==> src/rtl/rv_pkg.sv <==
// Shared RV32I front-end definitions: widths, reset vector, major opcodes and
// the fetch-unit state encoding.
package rv_pkg;

    localparam int unsigned XLEN = 32;
    localparam logic [31:0] RESET_PC = 32'h0000_0000;

    localparam logic [6:0] OP_LOAD   = 7'b0000011;
    localparam logic [6:0] OP_STORE  = 7'b0100011;
    localparam logic [6:0] OP_R      = 7'b0110011;
    localparam logic [6:0] OP_I      = 7'b0010011;
    localparam logic [6:0] OP_BRANCH = 7'b1100011;

    typedef enum logic {
        FETCH = 1'b0,
        DRAIN = 1'b1
    } fetch_state_e;

endpackage

==> src/rtl/instr_fetch_unit_if.sv <==
// Fetch-unit bus bundle: instruction-memory req/ack port plus the
// decoder-facing valid/ready port with branch redirect inputs.
interface instr_fetch_unit_if
    import rv_pkg::*;
#(
    parameter int unsigned XLEN = rv_pkg::XLEN
);
    logic            imem_req;
    logic [XLEN-1:0] imem_addr;
    logic            imem_ack;
    logic [XLEN-1:0] imem_rdata;
    logic            instr_valid;
    logic [XLEN-1:0] instr;
    logic [XLEN-1:0] pc_out;
    logic            instr_ready;
    logic            pc_src;
    logic [XLEN-1:0] imm_ext;

    modport master (
        output imem_req, imem_addr, instr_valid, instr, pc_out,
        input  imem_ack, imem_rdata, instr_ready, pc_src, imm_ext
    );

    modport slave (
        input  imem_req, imem_addr, instr_valid, instr, pc_out,
        output imem_ack, imem_rdata, instr_ready, pc_src, imm_ext
    );
endinterface

==> src/rtl/instr_queue.sv <==
// Small synchronous FIFO of {pc, instr} entries with a single-cycle flush;
// the head is driven from storage registers only.
module instr_queue
    import rv_pkg::*;
#(
    parameter int unsigned DEPTH = 2,
    parameter int unsigned WIDTH = 64,
    localparam int unsigned AW   = $clog2(DEPTH),
    localparam int unsigned CW   = AW + 1
) (
    input  logic             clk,
    input  logic             rst_n,
    input  logic             flush,
    input  logic             push,
    input  logic [WIDTH-1:0] push_data,
    input  logic             pop,
    output logic             head_valid,
    output logic [WIDTH-1:0] head_data,
    output logic [CW-1:0]    count
);
    logic [WIDTH-1:0] mem_q [DEPTH];
    logic [WIDTH-1:0] mem_d [DEPTH];
    logic [AW-1:0]    wr_ptr_q, wr_ptr_d;
    logic [AW-1:0]    rd_ptr_q, rd_ptr_d;
    logic [CW-1:0]    count_q, count_d;

    always_comb begin
        mem_d    = mem_q;
        wr_ptr_d = wr_ptr_q;
        rd_ptr_d = rd_ptr_q;
        count_d  = count_q;
        if (flush) begin
            wr_ptr_d = '0;
            rd_ptr_d = '0;
            count_d  = '0;
        end else begin
            if (push) begin
                mem_d[wr_ptr_q] = push_data;
                wr_ptr_d        = wr_ptr_q + AW'(1);
            end
            if (pop) begin
                rd_ptr_d = rd_ptr_q + AW'(1);
            end
            count_d = count_q + CW'(push) - CW'(pop);
        end
    end

    always_ff @(posedge clk or negedge rst_n) begin
        if (!rst_n) begin
            for (int unsigned i = 0; i < DEPTH; i++) begin
                mem_q[i] <= '0;
            end
            wr_ptr_q <= '0;
            rd_ptr_q <= '0;
            count_q  <= '0;
        end else begin
            mem_q    <= mem_d;
            wr_ptr_q <= wr_ptr_d;
            rd_ptr_q <= rd_ptr_d;
            count_q  <= count_d;
        end
    end

    assign head_valid = (count_q != '0);
    assign head_data  = head_valid ? mem_q[rd_ptr_q] : '0;
    assign count      = count_q;
endmodule

==> src/rtl/instr_fetch_unit.sv <==
// RV32I fetch front end: one outstanding imem request at a time, a {pc, instr}
// queue toward the decoder, and branch redirect with wrong-path flush/drain.
module instr_fetch_unit
    import rv_pkg::*;
#(
    parameter int unsigned      XLEN     = rv_pkg::XLEN,
    parameter logic [XLEN-1:0]  RESET_PC = rv_pkg::RESET_PC,
    parameter int unsigned      QDEPTH   = 2
) (
    input  logic               clk,
    input  logic               rst_n,
    instr_fetch_unit_if.master bus
);
    localparam int unsigned CW = $clog2(QDEPTH) + 1;

    fetch_state_e    state_q, state_d;
    logic            req_q, req_d;
    logic [XLEN-1:0] addr_q, addr_d;
    logic [XLEN-1:0] fetch_pc_q, fetch_pc_d;

    logic            consume, redirect, ack_acc, hold;
    logic            q_push, q_valid;
    logic [CW-1:0]   q_count, count_after;
    logic [XLEN-1:0] head_pc, head_instr, sum, target;

    assign consume  = q_valid & bus.instr_ready;
    assign redirect = consume & bus.pc_src;
    assign ack_acc  = req_q & bus.imem_ack;
    assign hold     = req_q & ~bus.imem_ack;
    assign sum      = head_pc + bus.imm_ext;
    assign target   = {sum[XLEN-1:2], 2'b00};

    // Responses are only kept in FETCH and never alongside a redirect: the
    // redirecting edge throws away whatever arrives with it.
    assign q_push      = (state_q == FETCH) & ack_acc & ~redirect;
    assign count_after = q_count + CW'(q_push) - CW'(consume);

    instr_queue #(
        .DEPTH (QDEPTH),
        .WIDTH (2 * XLEN)
    ) u_queue (
        .clk        (clk),
        .rst_n      (rst_n),
        .flush      (redirect),
        .push       (q_push),
        .push_data  ({addr_q, bus.imem_rdata}),
        .pop        (consume),
        .head_valid (q_valid),
        .head_data  ({head_pc, head_instr}),
        .count      (q_count)
    );

    always_comb begin
        state_d    = state_q;
        req_d      = req_q;
        fetch_pc_d = fetch_pc_q;
        unique case (state_q)
            FETCH: begin
                if (redirect) begin
                    fetch_pc_d = target;
                    req_d      = 1'b1;
                    if (hold) begin
                        state_d = DRAIN;
                    end
                end else begin
                    if (ack_acc) begin
                        fetch_pc_d = fetch_pc_q + XLEN'(4);
                    end
                    req_d = hold | (count_after < CW'(QDEPTH));
                end
            end
            DRAIN: begin
                if (bus.imem_ack) begin
                    state_d = FETCH;
                    req_d   = 1'b0;
                end
            end
            default: state_d = FETCH;
        endcase
        // An unacked request keeps its address even when fetch_pc moves on.
        addr_d = hold ? addr_q : fetch_pc_d;
    end

    always_ff @(posedge clk or negedge rst_n) begin
        if (!rst_n) begin
            state_q    <= FETCH;
            req_q      <= 1'b0;
            addr_q     <= RESET_PC;
            fetch_pc_q <= RESET_PC;
        end else begin
            state_q    <= state_d;
            req_q      <= req_d;
            addr_q     <= addr_d;
            fetch_pc_q <= fetch_pc_d;
        end
    end

    assign bus.imem_req    = req_q;
    assign bus.imem_addr   = addr_q;
    assign bus.instr_valid = q_valid;
    assign bus.instr       = head_instr;
    assign bus.pc_out      = head_pc;
endmodule

==> src/flat_wrapper.sv <==
// flat-port wrapper written by rule: the top's interface ports become plain ports
module instr_fetch_unit_flat import rv_pkg::*;
#(
    parameter int unsigned      XLEN     = rv_pkg::XLEN,
    parameter logic [XLEN-1:0]  RESET_PC = rv_pkg::RESET_PC,
    parameter int unsigned      QDEPTH   = 2
)
  (clk, rst_n, bus_imem_req, bus_imem_addr, bus_instr_valid, bus_instr, bus_pc_out, bus_imem_ack, bus_imem_rdata, bus_instr_ready, bus_pc_src, bus_imm_ext);
  instr_fetch_unit_if #(.XLEN(XLEN)) bus_i ();
  input  logic clk;
  input  logic rst_n;
  output wire logic [$bits(bus_i.imem_req)-1:0] bus_imem_req;
  output wire logic [$bits(bus_i.imem_addr)-1:0] bus_imem_addr;
  output wire logic [$bits(bus_i.instr_valid)-1:0] bus_instr_valid;
  output wire logic [$bits(bus_i.instr)-1:0] bus_instr;
  output wire logic [$bits(bus_i.pc_out)-1:0] bus_pc_out;
  input wire logic [$bits(bus_i.imem_ack)-1:0] bus_imem_ack;
  input wire logic [$bits(bus_i.imem_rdata)-1:0] bus_imem_rdata;
  input wire logic [$bits(bus_i.instr_ready)-1:0] bus_instr_ready;
  input wire logic [$bits(bus_i.pc_src)-1:0] bus_pc_src;
  input wire logic [$bits(bus_i.imm_ext)-1:0] bus_imm_ext;
  assign bus_imem_req = bus_i.imem_req;
  assign bus_imem_addr = bus_i.imem_addr;
  assign bus_instr_valid = bus_i.instr_valid;
  assign bus_instr = bus_i.instr;
  assign bus_pc_out = bus_i.pc_out;
  assign bus_i.imem_ack = bus_imem_ack;
  assign bus_i.imem_rdata = bus_imem_rdata;
  assign bus_i.instr_ready = bus_instr_ready;
  assign bus_i.pc_src = bus_pc_src;
  assign bus_i.imm_ext = bus_imm_ext;
  instr_fetch_unit #(.XLEN(XLEN), .RESET_PC(RESET_PC), .QDEPTH(QDEPTH)) u_core (.clk(clk), .rst_n(rst_n), .bus(bus_i));
endmodule
==> config.mk <==
export PLATFORM = sky130hd
export DESIGN_NAME = instr_fetch_unit_flat
export DESIGN_NICKNAME = d
export VERILOG_FILES = /design/src/rtl/rv_pkg.sv /design/src/rtl/instr_fetch_unit_if.sv /design/src/rtl/instr_queue.sv /design/src/rtl/instr_fetch_unit.sv /design/src/flat_wrapper.sv
export SDC_FILE = /design/constraint.sdc
export NUM_CORES = 1
export LEC_CHECK = 0
export ABC_AREA = 1
export BUFFER_PORTS_ARGS = -buffer_cell sky130_fd_sc_hd__buf_2
export CAP_MARGIN = 20
export CORE_MARGIN = 2
export CORE_UTILIZATION = 50
export CTS_BUF_LIST = sky130_fd_sc_hd__clkbuf_16
export DETAILED_ROUTE_END_ITERATION = 12
export PLACE_DENSITY_LB_ADDON = 0.05
export SYNTH_ARGS = -nofsm -noshare
export SYNTH_HDL_FRONTEND = slang
export SYNTH_SLANG_ARGS = --single-unit
==> constraint.sdc <==
create_clock -name clk -period 3.38 [get_ports clk]
set_input_delay 0.169 -clock clk [delete_from_list [all_inputs] [get_ports clk]]
set_output_delay 0.169 -clock clk [all_outputs]
set_load 0.05 [all_outputs]
==> flow_summary.yaml <==
outcome:
  status: "finished clean"
sta:
  period_share: 0.898
  fin_crit_ns: 3.03
  rsz0062_at_grt: "no"
  tightestPinTransition_ns: 0.746
  slew_violations: 0
  final-setup-viol-count: 0
  relSlewSlack: 0.503
  clock_skew_ns: 0.0208
  fmax_mhz: 330
  hold_viol: 0
synthesis:
  synth_seq_cells: 198
  syn-num-nets: 1693
  yosysUniqueCellTypes: 46
  syn_area_um2: 11500
  yosysWarnings: 0
  synth_edf_count: 0
  synth_cells: 1591
  synthArstFlopShare: 1.00
  synth_top_flop_cell: "dfrtp_1"
  postSynthAreaPerCell_um2: 7.25
  synth-seq-area-share: 0.430
clock_network:
  cts_htree_levels: 4
  cts_buffers: 17
  tritoncts: "yes"
  cts_sinks: 198
  cts-root-buf: "clkbuf_16"
  clkLatencyLatePin_ns: 0.44
  cts.reportedPaths.clkPinSlew_ns: 0.08
  cts_buffer_depth: 2
grt:
  overflow: 0
  antenna_found_initial: 0
  grt_max_degree: 87
  grt_pass1_wl_um: 56800
  grt.total_usage: 0.303
  first_global_vias: 10300
finish:
  areaGrowthSynthToFinish_pct: 19.1
  fill_cells: 2141
  drive_gt1_frac: 0.155
  stdcell_count: 2073
  final_common_cell: "nand2_1"
  num_antenna_cells: 0
  final_nets: 1877
  final_cell_mix: "525 x nand2_1, 197 x dfrtp_1, 165 x buf_2, 164 x inv_1, 139 x o21ai_0"
detailed_routing:
  vias: 11200
  wl_per_cell_um: 17.6
  drtAntennaViolNets: 0
  viasPerCell: 5.38
  dr.pass1.iters: 6
  drtIter0Drc: 1114
  wl_um: 36400
  drc: 0
floorplan:
  die_y_um: 156
  dieArea_um2: 24300
  rows: 55
  die_width_um: 156
  initial_utilization: 0.509
  ioPinCount: 167
  coreArea_um2: 22600
placed_design:
  routabilityCongestion: 0.992
  port_buffers: 166
  dpl.cell_count: 2007
  dp.final_hpwl_um: 27000
worst_setup_path:
  crit_required_ns: 3.69
  r2r_slack_ns: 0.35
  r2r-start: "u_core.u_queue.count[0]"
  crit_path_end_kind: "register"
  start_kind: "register"
  worstPathMaxFanout: 11
  cp_data_arrival_time_ns: 3.34
  r2r_cells: 15
  worstSetupPathType: "reg -> reg"
  rr_endpoint: "u_core.bus.imem_addr[25]"
hold_path:
  hp-class: "in -> reg"
  hold_depth: 4
  hold_start: "bus_pc_src"
  hold_end: "u_core.u_queue.rd_ptr_q"
run:
  timing.max_cap.violations: 0
power_and_ir_drop:
  pwr_density_cell_nw_per_um2: 1130
  max-vdd-ir-drop_mv: 0.716
  leakage_nw: 7.11
  finalPower_w: 0.0156
==> logic make-up (layout without fill, tap and decap cells) <==
group / count (synthesis) / after routing / share of synthesized area
adders and majority gates: 33 / 33 / 0.0358
and+or+nand+nor: 751 / 751 / 0.275
xor gates and xnor gates: 19 / 19 / 0.0144
DFF: 198 / 198 / 0.430
buffers and inverters: 240 / 437 / 0.0839
AOI/OAI and AO/OA: 350 / 350 / 0.161
==> synthesized netlist by cell type (2+ instances only) <==
cell	number	area, µm²
nand2_1	525	1970
dfrtp_1	198	4950
inv_1	165	619
o21ai_0	139	696
a21oi_1	123	616
nand3_1	85	425
nor2_1	77	289
o21ai_1	48	240
ha_1	33	413
clkbuf_1	30	113
buf_2	22	110
nor3_1	17	85.1
xor2_1	17	149
nand3b_1	10	75.1
nand4_1	10	62.6
a21boi_1	8	60.1
buf_4	8	60.1
inv_2	7	26.3
o21a_1	7	52.6
a31oi_1	6	37.5
nand2_2	6	37.5
buf_1	5	18.8
nand3_2	5	50.1
a22oi_1	4	30.0
nand2_4	3	33.8
o211ai_1	3	22.5
o21bai_1	3	22.5
or2_2	3	18.8
a21o_1	2	15.0
nor2_4	2	22.5
nor2_8	2	40.0
nor4_1	2	12.5
o21ai_2	2	17.5
xnor2_1	2	17.5
==> per-layer routing <==
layer / global-route usage / routed length, µm / vias up
li1: - / - / 5511
met1: 0.424 / 16700 / 5229
met2: 0.491 / 16800 / 365
met3: 0.0461 / 1880 / 45
met4: 0.0900 / 1010 / 0
met5: 0 / 0 / -
==> critical path, stage by stage (launching register included) <==
cell      delay (ns)
dfrtp_1         0.38
inv_1           0.07
nand2_2         0.10
inv_2           0.18
buf_4           0.23
a21oi_2         0.06
ha_1            0.36
a21oi_1         0.21
o21ai_0         0.16
o21bai_1        0.23
o21ai_0         0.48
nand3b_1        0.14
nand3_1         0.13
nand2_1         0.06
nand3_1         0.06
o21ai_1         0.07
==> stage by stage <==
step | instance area [µm²] | TNS, ns | utilization | setup slack (ns) | hold slack [ns]
floorplan | 11600 | -0.00846 | - | -0.00846 | -0.127
global placement | 12800 | 0 | 0.565 | 0.413 | 0.286
detailed placement | 12800 | 0 | 0.565 | 0.426 | 0.295
CTS | 13700 | 0 | 0.606 | 0.410 | 0.0513
global route | 13700 | 0 | 0.606 | 0.0377 | 0.0701
finish | 13700 | 0 | 0.606 | 0.346 | 0.0729
==> area by class of cell <==
type                    count  area (µm²)  share of cell area
flip-flops and latches    198        4960               0.361
repair buffers            232        1510               0.110
well taps                 285         357              0.0260
clock inverters            15         179              0.0130
clock buffers              17         425              0.0310
inverters                 173         649              0.0473
multi-input cells        1153        5650               0.412
==> flip-flops by register name, indices dropped and copies added (netlist names) <==
register                 cells
u_core.fetch_pc_q           32
u_core.u_queue.mem_q       128
u_core.u_queue.wr_ptr_q      1
u_core.u_queue.count         2
u_core.u_queue.rd_ptr_q      1
u_core.bus.imem_addr        32
u_core.bus.imem_req          1
u_core.state_q               1
==> report_power, final <==
part,switching (W),internal [W]
clock network,0.00107,0.00100
registers,0.000821,0.00345
logic,0.00669,0.00254
total,0.00858,0.00699
==> what timing repair did <==
item	CTS	global route
buffers inserted	0	0
resized for setup	0	0
endpoints found under the hold margin	143	0
hold buffers	34	0
==> worst max-delay path by stage <==
stage | from | end | slack, ns | depth (start not counted)
floorplan | u_core.u_queue.rd_ptr_q | u_core.bus.imem_addr[25] | -0.008 | 16
global placement | u_core.u_queue.count[0] | u_core.bus.imem_addr[28] | 0.41 | 19
detailed placement | u_core.u_queue.count[0] | u_core.bus.imem_addr[15] | 0.43 | 16
CTS | u_core.u_queue.count[1] | u_core.bus.imem_addr[15] | 0.41 | 16
global route | u_core.u_queue.count[0] | u_core.bus.imem_addr[28] | 0.04 | 18
finish | u_core.u_queue.count[0] | u_core.bus.imem_addr[25] | 0.35 | 15
Note: power is estimated with default switching activity, not from simulation.
